$ cat config.mk
export PLATFORM = sky130hd
export DESIGN_NAME = spi_master_ctrl_flat
export DESIGN_NICKNAME = d
export VERILOG_FILES = /design/src/rtl/spi_pkg.sv /design/src/rtl/spi_master_ctrl_if.sv /design/src/rtl/spi_clk_div.sv /design/src/rtl/spi_master_ctrl.sv /design/src/flat_wrapper.sv
export SDC_FILE = /design/constraint.sdc
export NUM_CORES = 1
export LEC_CHECK = 0
export ABC_AREA = 0
export CORE_ASPECT_RATIO = 1.1
export CORE_MARGIN = 2
export CORE_UTILIZATION = 48
export CTS_CLUSTER_DIAMETER = 60
export CTS_CLUSTER_SIZE = 25
export DETAILED_ROUTE_END_ITERATION = 8
export GPL_ROUTABILITY_DRIVEN = 0
export PLACE_DENSITY = 0.86
export SYNTH_ARGS = -nofsm -noshare
export SYNTH_HDL_FRONTEND = slang
export SYNTH_SLANG_ARGS = --single-unit
$ cat constraint.sdc
create_clock -name clk -period 1.7 [get_ports clk]
set_input_delay 0.17 -clock clk [delete_from_list [all_inputs] [get_ports clk]]
set_output_delay 0.17 -clock clk [all_outputs]
set_load 0.01 [all_outputs]
$ cat src/rtl/spi_pkg.sv
// Shared constants and state encoding for the SPI master write path.
package spi_pkg;
  localparam int NBITS       = 8;
  localparam int CLK_DIV_DEF = 4;

  typedef enum logic [2:0] {
    S_IDLE  = 3'd0,
    S_LOAD  = 3'd1,
    S_SETUP = 3'd2,
    S_XFER  = 3'd3,
    S_HOLD  = 3'd4,
    S_DONE  = 3'd5
  } spi_state_e;
endpackage

$ cat src/rtl/spi_master_ctrl_if.sv
// Handshake and serial signals between the SPI transaction controller and its neighbours.
interface spi_master_ctrl_if;
  import spi_pkg::*;

  logic             start;
  logic [NBITS-2:0] tx_data;
  logic             miso;
  logic             load;
  logic             shift_en;
  logic             sclk;
  logic             cs_n;
  logic             busy;
  logic             done;
  logic [NBITS-1:0] rx_data;
  logic             rx_valid;

  modport master (
    input  start, tx_data, miso,
    output load, shift_en, sclk, cs_n, busy, done, rx_data, rx_valid
  );

  modport slave (
    output start, tx_data, miso,
    input  load, shift_en, sclk, cs_n, busy, done, rx_data, rx_valid
  );
endinterface

$ cat src/rtl/spi_clk_div.sv
// SCLK half-period counter; phase_end marks the last clk cycle of each half-period.
module spi_clk_div
  import spi_pkg::*;
#(
  parameter int CLK_DIV = CLK_DIV_DEF
) (
  input  logic clk,
  input  logic rst,
  input  logic en,
  output logic phase_end
);

  localparam logic [7:0] TC = 8'(CLK_DIV - 1);

  logic [7:0] cnt;

  assign phase_end = en && (cnt == TC);

  always_ff @(posedge clk or posedge rst) begin
    if (rst) begin
      cnt <= '0;
    end else if (!en || phase_end) begin
      cnt <= '0;
    end else begin
      cnt <= cnt + 8'd1;
    end
  end

endmodule

$ cat src/rtl/spi_master_ctrl.sv
// SPI mode-0 transaction controller: frames one byte, strobes the MOSI shift register, captures MISO.
//
// state | meaning
// IDLE  | waiting for start
// LOAD  | one cycle, shift register load strobe, CS asserted
// SETUP | CLK_DIV cycles, MOSI bit 7 settles before first SCLK rise
// XFER  | 8 bits, each a high then a low SCLK phase of CLK_DIV cycles
// HOLD  | CLK_DIV cycles, CS held after last falling edge
// DONE  | one cycle, CS released, done/rx_valid, rx_data updated
module spi_master_ctrl
  import spi_pkg::*;
#(
  parameter int CLK_DIV = CLK_DIV_DEF
) (
  input  logic            clk,
  input  logic            rst,
  spi_master_ctrl_if.master bus
);

  localparam logic [2:0] IDLE  = S_IDLE;
  localparam logic [2:0] LOAD  = S_LOAD;
  localparam logic [2:0] SETUP = S_SETUP;
  localparam logic [2:0] XFER  = S_XFER;
  localparam logic [2:0] HOLD  = S_HOLD;
  localparam logic [2:0] DONE  = S_DONE;
  localparam logic [2:0] LAST_BIT = 3'(NBITS - 1);

  logic [2:0]       state, state_nxt;
  logic [2:0]       bit_cnt, bit_cnt_nxt;
  logic             phase_lo, phase_lo_nxt;
  logic [NBITS-1:0] rx_shift;
  logic             div_en;
  logic             phase_end;
  logic             hi_end;

  assign div_en = (state == SETUP) || (state == XFER) || (state == HOLD);
  assign hi_end = (state == XFER) && phase_end && !phase_lo;

  spi_clk_div #(.CLK_DIV(CLK_DIV)) u_clk_div (
    .clk       (clk),
    .rst       (rst),
    .en        (div_en),
    .phase_end (phase_end)
  );

  always_comb begin
    state_nxt    = state;
    bit_cnt_nxt  = bit_cnt;
    phase_lo_nxt = phase_lo;
    case (state)
      IDLE:  if (bus.start) state_nxt = LOAD;
      LOAD:  state_nxt = SETUP;
      SETUP: if (phase_end) begin
        state_nxt    = XFER;
        bit_cnt_nxt  = '0;
        phase_lo_nxt = 1'b0;
      end
      XFER:  if (phase_end) begin
        if (!phase_lo) begin
          phase_lo_nxt = 1'b1;
        end else if (bit_cnt == LAST_BIT) begin
          state_nxt    = HOLD;
          phase_lo_nxt = 1'b0;
        end else begin
          bit_cnt_nxt  = bit_cnt + 3'd1;
          phase_lo_nxt = 1'b0;
        end
      end
      HOLD:  if (phase_end) state_nxt = DONE;
      DONE:  state_nxt = IDLE;
      default: state_nxt = IDLE;
    endcase
  end

  // Outputs are registered from the next-state decode so they line up with the state they describe.
  always_ff @(posedge clk or posedge rst) begin
    if (rst) begin
      state        <= IDLE;
      bit_cnt      <= '0;
      phase_lo     <= 1'b0;
      rx_shift     <= '0;
      bus.load     <= 1'b0;
      bus.shift_en <= 1'b0;
      bus.sclk     <= 1'b0;
      bus.cs_n     <= 1'b1;
      bus.busy     <= 1'b0;
      bus.done     <= 1'b0;
      bus.rx_valid <= 1'b0;
      bus.rx_data  <= '0;
    end else begin
      state        <= state_nxt;
      bit_cnt      <= bit_cnt_nxt;
      phase_lo     <= phase_lo_nxt;
      bus.load     <= (state_nxt == LOAD);
      bus.cs_n     <= (state_nxt == IDLE) || (state_nxt == DONE);
      bus.busy     <= (state_nxt != IDLE);
      bus.done     <= (state_nxt == DONE);
      bus.rx_valid <= (state_nxt == DONE);
      bus.sclk     <= (state_nxt == XFER) && !phase_lo_nxt;
      bus.shift_en <= hi_end && (bit_cnt != LAST_BIT);
      if (state == LOAD) begin
        rx_shift <= '0;
      end else if (hi_end) begin
        rx_shift <= {rx_shift[NBITS-2:0], bus.miso};
      end
      if (state_nxt == DONE) begin
        bus.rx_data <= rx_shift;
      end
    end
  end

endmodule

$ cat src/flat_wrapper.sv
// flat-port wrapper written by rule: the top's interface ports become plain ports
module spi_master_ctrl_flat import spi_pkg::*;
#(
  parameter int CLK_DIV = CLK_DIV_DEF
)
  (clk, rst, bus_start, bus_tx_data, bus_miso, bus_load, bus_shift_en, bus_sclk, bus_cs_n, bus_busy, bus_done, bus_rx_data, bus_rx_valid);
  spi_master_ctrl_if bus_i ();
  input  logic clk;
  input  logic rst;
  input wire logic [$bits(bus_i.start)-1:0] bus_start;
  input wire logic [$bits(bus_i.tx_data)-1:0] bus_tx_data;
  input wire logic [$bits(bus_i.miso)-1:0] bus_miso;
  output wire logic [$bits(bus_i.load)-1:0] bus_load;
  output wire logic [$bits(bus_i.shift_en)-1:0] bus_shift_en;
  output wire logic [$bits(bus_i.sclk)-1:0] bus_sclk;
  output wire logic [$bits(bus_i.cs_n)-1:0] bus_cs_n;
  output wire logic [$bits(bus_i.busy)-1:0] bus_busy;
  output wire logic [$bits(bus_i.done)-1:0] bus_done;
  output wire logic [$bits(bus_i.rx_data)-1:0] bus_rx_data;
  output wire logic [$bits(bus_i.rx_valid)-1:0] bus_rx_valid;
  assign bus_i.start = bus_start;
  assign bus_i.tx_data = bus_tx_data;
  assign bus_i.miso = bus_miso;
  assign bus_load = bus_i.load;
  assign bus_shift_en = bus_i.shift_en;
  assign bus_sclk = bus_i.sclk;
  assign bus_cs_n = bus_i.cs_n;
  assign bus_busy = bus_i.busy;
  assign bus_done = bus_i.done;
  assign bus_rx_data = bus_i.rx_data;
  assign bus_rx_valid = bus_i.rx_valid;
  spi_master_ctrl #(.CLK_DIV(CLK_DIV)) u_core (.clk(clk), .rst(rst), .bus(bus_i));
endmodule
==> impl_metrics.json, run 1 <==
{
  "grt_usage_pct": 20.4,
  "synth_edf_count": 0,
  "worst_slack_ps": -13.4,
  "ant_nets": 0,
  "diodes": 0,
  "ios": 26,
  "antenna_found_initial": 0,
  "finalPower_mw": 1.37,
  "via_per_inst": 5.17,
  "vias": 1282,
  "die_h_um": 66.8,
  "crit_slowest_cell": "dfrtp_2",
  "dpl.hpwl_um": 2540,
  "netlist_top_cells_area": "dfrtp_1 52%, mux2_4 6.1%, mux2i_1 5.2%, nor2_1 4.6%, ha_1 2.9%",
  "firstDrtPassIters": 4,
  "synth.distinct_cells": 39,
  "path_max_fanout": 8,
  "final-seq-area_sq_um": 928,
  "period_needed_ps": 1710,
  "ys.flop_type": "dfrtp_1",
  "mappedNetlistNets": 163,
  "arrival_ps": 1940,
  "synth_top_area_share_pct": 52.4,
  "routedWlPerCell_um": 15.4,
  "die-width_um": 61.1,
  "path_clk_slew_ps": 110,
  "grt_overflow_total": 0,
  "cts_root_buf": "clkbuf_4",
  "area_growth_pct": 34.1,
  "fp-row-count": 22,
  "fin_crit_sh_pct": 101,
  "endpoint_kind": "flop",
  "maxSlewViolCount": 0,
  "clock_latency_ps": 330,
  "finalHoldViolCount": 0,
  "worst_pin_slew_ps": 459,
  "first_global_vias": 1333,
  "critPathMaxStageDelay_ps": 440,
  "postCtsHoldBufs": 0,
  "async_reset_ff_share_pct": 100,
  "cts_tree": "built",
  "first_iter_violations": 65,
  "core_sq_um": 3390,
  "ys_ff_latch": 37,
  "ys_seq_area_share_pct": 53.9,
  "yosysWarningCount": 0,
  "violations": "setup timing",
  "cap_violations": 0,
  "wl_um": 3810,
  "clockBufferDepth": 2,
  "p_leak_nw": 1.10,
  "skew_ps": 12.0,
  "grt_setup_unrepaired": "yes",
  "cts_max_level": 2,
  "final_design_area_no_fill_sq_um": 2310,
  "fin_tns_setup_ps": -47.0,
  "fmax_mhz": 584,
  "dieArea_sq_um": 4080,
  "multiInputGateArea_sq_um": 823,
  "syn_inst": 148,
  "clock_sinks": 37,
  "p_per_area_nw_per_um2": 593,
  "status": "complete, but fails checks",
  "nNetsFinal": 214,
  "port_buffers": 18,
  "path_cells": "nor4_4 > buf_4 > buf_6 > nand4_1 > buf_6 > mux2i_1 > nor2_1",
  "grt_pass1_wl_um": 6120,
  "syn_area_sq_um": 1720,
  "drc": 0,
  "syn_area_per_cell_sq_um": 11.6,
  "setup_viol": 7,
  "cts_buffers": 5,
  "hold_path_class": "input pin to asynchronous set/reset pin",
  "critPathBufInv": 3,
  "cp.required_ps": 1930,
  "cp_top_family": "simple AND/OR/NAND/NOR gates",
  "start_kind": "flop",
  "synth_area_leader_cell": "dfrtp_1",
  "ir_drop_mv": 0.436,
  "cpMostUsedCell": "buf_6",
  "initial_core_util_pct": 50.8,
  "slew_headroom_pct": 69.4,
  "drive_gt1_share_pct": 34.5,
  "synth.most_common_cell": "dfrtp_1",
  "crit_type": "flop to flop",
  "fillers": 261,
  "placed_area_sq_um": 2090,
  "grt_max_degree": 38,
  "yosys-top-cells-count": "36 x dfrtp_1, 21 x nor2_1, 12 x nand2_1"
}
==> worst min-delay path, delay by kind of cell <==
kind                   cells  cell delay, ps
buffers and inverters      3             840
==> stage by stage <==
stage	setup slack (ps)	cells	hold slack, ps	utilization, %
floorplan	-115	148	323	-
global placement	-15.4	230	492	61.8
detailed placement	-83.1	230	496	61.8
CTS	-3.83	240	249	64.7
global route	-116	248	285	68.1
finish	-13.4	248	235	68.1
==> metal layers <==
metal	wire length (um)	global-route usage [%]	part of all wire (%)
met3	106	4.27	2.8
met5	0	0	0
met1	1520	23.6	40
met4	87	8.70	2.3
met2	2100	35.6	55
==> repair_timing <==
item | CTS | global route
setup endpoints to repair | 3 | 22
resized for setup | 5 | 15
setup buffers | 2 | 8
pin swaps | 5 | 10
endpoints found under the hold margin | 0 | 0
gates cloned | 0 | 0
==> worst paths after layout <==
kind,start,endpoint,slack [ps],cells after the start
setup / recovery,u_core.u_clk_div.cnt[6],u_core.rx_shift[0],-10,7
hold / removal,rst,u_core.rx_shift[0],230,3
setup reg to reg,u_core.u_clk_div.cnt[6],u_core.rx_shift[0],-10,7
hold reg to reg,u_core.bus.rx_data[6],u_core.bus.rx_data[6],520,1
max in group asynchronous,rst,u_core.bus.cs_n,1120,3
min in group clk,bus_miso,u_core.rx_shift[0],470,3
==> layout by cell type (no fill, tap or decap), drive strengths merged, types with 2 or more instances in the layout <==
master / Yosys / routed
dfrtp: 36 / 36
buf: 4 / 32
nor2: 21 / 21
clkdlybuf4s50: 0 / 18
nand2: 12 / 12
mux2i: 9 / 9
mux2: 8 / 8
o21ai: 7 / 7
clkbuf: 2 / 6
nand2b: 5 / 5
nand3: 4 / 4
xnor2: 4 / 4
a21oi: 4 / 4
ha: 4 / 4
inv: 3 / 3
nor3b: 3 / 3
and2: 3 / 3
xor2: 2 / 2
and3: 2 / 2
clkinv: 0 / 2
nand4: 2 / 2
and4: 2 / 2
==> report_power, final <==
part	switching [mW]	internal (mW)	total (mW)
clock	0.281	0.158	0.439
combinational	0.0218	0.0127	0.0345
sequential	0.00584	0.887	0.893
total	0.309	1.06	1.37
==> cell families after synthesis <==
group	synth area share, %
fa+ha+maj	2.91
simple gates	18.8
buf+inv	3.28
mux	12.0
flops	53.9
compound gates	6.04
xor+xnor	3.06
==> area by class of cell <==
cell class,count,area share (%)
clock buffer,6,1.79
clock inverter,2,0.434
inverter,3,0.488
multi-input combinational,102,35.7
sequential,37,40.3
tap,48,2.60
timing repair buffer,50,18.7
==> flip-flops by register name, indices dropped and copies added (netlist names) <==
register              cells
u_core.bus.rx_data        8
u_core.bus.done           1
u_core.bus.load           1
u_core.phase_lo           1
u_core.bus.cs_n           1
u_core.rx_shift           8
u_core.bit_cnt            3
u_core.bus.busy           1
u_core.u_clk_div.cnt      8
u_core.state              3
u_core.bus.shift_en       1
u_core.bus.sclk           1
Note: power is estimated with default switching activity, not from simulation.
==> run 2: changes to the inputs <==
- ABC_AREA: 0 -> 1
- CORE_UTILIZATION: 48 -> 47
- PLACE_DENSITY: 0.86 -> 0.85
- SETUP_SLACK_MARGIN: default -> 0.4
==> run 2 against run 1 <==
The run still ends with setup timing left. Critical path depth up 1. Worst hold slack worse by 41 ps. Maximum frequency down 1.1%. Clock power up 37%. Largest power group unchanged.
==> impl_metrics.json, run 2 <==
{
  "status": "complete, but fails checks",
  "violations": "setup timing",
  "synth_top_area_share_pct": 53.2,
  "synth.distinct_cells": 29,
  "dp_slack_ps": -15.9,
  "worst_slack_ps": -32.1,
  "die-width_um": 61.2,
  "cap_violations": 0,
  "setup_viol": 1,
  "critPathBufInv": 3,
  "async_reset_ff_share_pct": 100,
  "grt_busiest_layer": "met2",
  "yosysWarningCount": 0,
  "met2_usage_pct": 36.3,
  "rr_worst_depth": 8,
  "ir_drop_mv": 0.473,
  "cts_max_level": 2,
  "syn_area_sq_um": 1690,
  "grt_overflow_total": 0,
  "vias": 1565,
  "dpl.hpwl_um": 2150,
  "period_needed_ps": 1730,
  "critPathLaunch": "u_core.u_clk_div.cnt[3]",
  "arrival_ps": 1990,
  "fin_tns_setup_ps": -32.1,
  "clock_sinks": 37,
  "ys.flop_type": "dfrtp_1",
  "endpoint_kind": "flop",
  "syn_area_per_cell_sq_um": 9.67,
  "slew_headroom_pct": 69.5,
  "final_common_cell": "dfrtp_1",
  "start_kind": "flop",
  "wl_um": 4880,
  "worst_pin_slew_ps": 458,
  "reg2reg_to": "u_core.rx_shift[6]",
  "skew_ps": 12.2,
  "synth_area_leader_cell": "dfrtp_1",
  "clock_latency_ps": 370,
  "crit_end": "u_core.rx_shift[6]",
  "dieArea_sq_um": 4100,
  "cts_tree": "built",
  "initial_core_util_pct": 50.0,
  "grt_setup_unrepaired": "yes",
  "cp.required_ps": 1960,
  "yosys-top-cells-count": "40 x nand2_1, 36 x dfrtp_1, 13 x inv_1",
  "routedWlPerCell_um": 17.2,
  "mappedNetlistNets": 190,
  "hold_path_class": "input pin to asynchronous set/reset pin",
  "clockBufferDepth": 2,
  "cpMostUsedCell": "buf_4",
  "first_iter_violations": 122,
  "via_per_inst": 5.51,
  "drc": 0,
  "synth_edf_count": 0,
  "grt_usage_pct": 24.0,
  "synth.most_common_cell": "nand2_1",
  "firstDrtPassIters": 4,
  "die_h_um": 66.9,
  "crit_slowest_cell": "dfrtp_1",
  "p_leak_nw": 1.25,
  "cts_buffers": 5,
  "ff2ff_setup_slack_ps": -30,
  "netlist_top_cells_area": "dfrtp_1 53%, nand2_1 8.9%, nand4_1 3.3%, a21oi_1 3.3%, ha_1 3.0%",
  "drive_gt1_share_pct": 41.5,
  "fin_crit_sh_pct": 102,
  "finalHoldViolCount": 0,
  "gr-usage-met1_pct": 29.8,
  "final_cells": 284,
  "cp_top_family": "simple AND/OR/NAND/NOR gates",
  "grt_pass1_wl_um": 6980,
  "grt_max_degree": 38,
  "p_per_area_nw_per_um2": 603,
  "antenna_found_initial": 0,
  "fp-row-count": 22,
  "ys_seq_area_share_pct": 54.8,
  "port_buffers": 18,
  "maxSlewViolCount": 0,
  "core_sq_um": 3390,
  "postCtsHoldBufs": 0,
  "first_global_vias": 1477,
  "path_max_fanout": 7,
  "finalPower_mw": 1.53,
  "crit_type": "flop to flop",
  "ant_nets": 0,
  "largestRegisters": "u_core.bus.rx_data: 8 flops, u_core.rx_shift: 8 flops, u_core.u_clk_div.cnt: 8 flops",
  "syn_inst": 175,
  "cts_root_buf": "clkbuf_4",
  "fmax_mhz": 577,
  "r2r_start": "u_core.u_clk_div.cnt[3]",
  "diodes": 0,
  "ys_ff_latch": 37,
  "critPathMaxStageDelay_ps": 440,
  "layout_common_cells": "35 x dfrtp_1, 34 x nand2_1, 25 x buf_4",
  "ios": 26,
  "path_cells": "nor2_2 > nand2_4 > nor2_8 > buf_4 > buf_6 > nand4_4 > buf_4 > a21oi_1",
  "crit_cells": 8,
  "placedCellCount": 246,
  "nNetsFinal": 250,
  "grt_use_met3_pct": 7.18,
  "area_growth_pct": 49.5,
  "path_clk_slew_ps": 110
}
## run 2: layer usage
metal,part of all wire (%),vias up
li1,-,704
met1,40,776
met2,50,63
met3,5.5,22
met4,4.6,0
met5,0,-
## run 2: worst reg2reg max path: cells and delay by family, from the launching register on
kind            cells  cell delay (ps)
compound gates      1              210
buf+inv             3              450
flops               1              440
simple gates        4              540
## run 2: cells by family (layout without fill, tap and decap cells)
kind of cell	after synthesis	in the layout	synth area share [%]
AO/OA/AOI/OAI	23	23	7.91
XOR/XNOR	1	1	0.517
adder cells (fa/ha/maj)	4	4	2.96
buffers and inverters	21	80	5.39
flip-flops	37	37	54.8
AND/OR/NAND/NOR	89	91	28.5
## run 2: timing repair
action | CTS | global route
setup endpoints to repair | 45 | 37
buffers inserted | 19 | 8
gates resized for setup | 40 | 31
pin swaps | 15 | 10
hold endpoints to repair | 0 | 0
gates cloned | 2 | 1
## run 2: cell type report
cell class | count | area (sq um)
Inverter | 16 | 65.1
Timing Repair Buffer | 56 | 514
Multi-Input combinational cell | 119 | 887
Clock buffer | 6 | 41.3
Fill cell | 216 | 855
Tap cell | 48 | 60.1
Clock inverter | 2 | 35.0
Sequential cell | 37 | 928
## run 2: worst min-delay path by stage
| stage | startpoint | to | slack, ps | depth (start not counted) |
|---|---|---|---|---|
| after floorplan | bus_start | u_core.bus.load | 340 | 2 |
| after global placement | u_core.bus.rx_data[1] | u_core.bus.rx_data[1] | 460 | 2 |
| after detailed placement | u_core.bus.rx_data[0] | u_core.bus.rx_data[0] | 460 | 2 |
| after CTS | rst | u_core.bus.rx_data[3] | 210 | 3 |
| after global routing | rst | u_core.bus.rx_data[3] | 240 | 3 |
| final | rst | u_core.rx_shift[2] | 190 | 3 |
## run 2: metrics by stage
step / hold WS (ps) / util (%) / area (sq um)
after global routing: 240 / 74.8 / 2530
after global placement: 457 / 59.3 / 2010
final: 194 / 74.8 / 2530
after detailed placement: 463 / 59.3 / 2010
after floorplan: 342 / - / 1740
after CTS: 212 / 68.7 / 2320
## run 2: report_power, final
group          internal (mW)  total, mW  switching, mW
Sequential             0.887      0.893        0.00558
Combinational         0.0117     0.0335         0.0217
Clock                  0.308      0.600          0.292
Total                   1.21       1.53          0.320
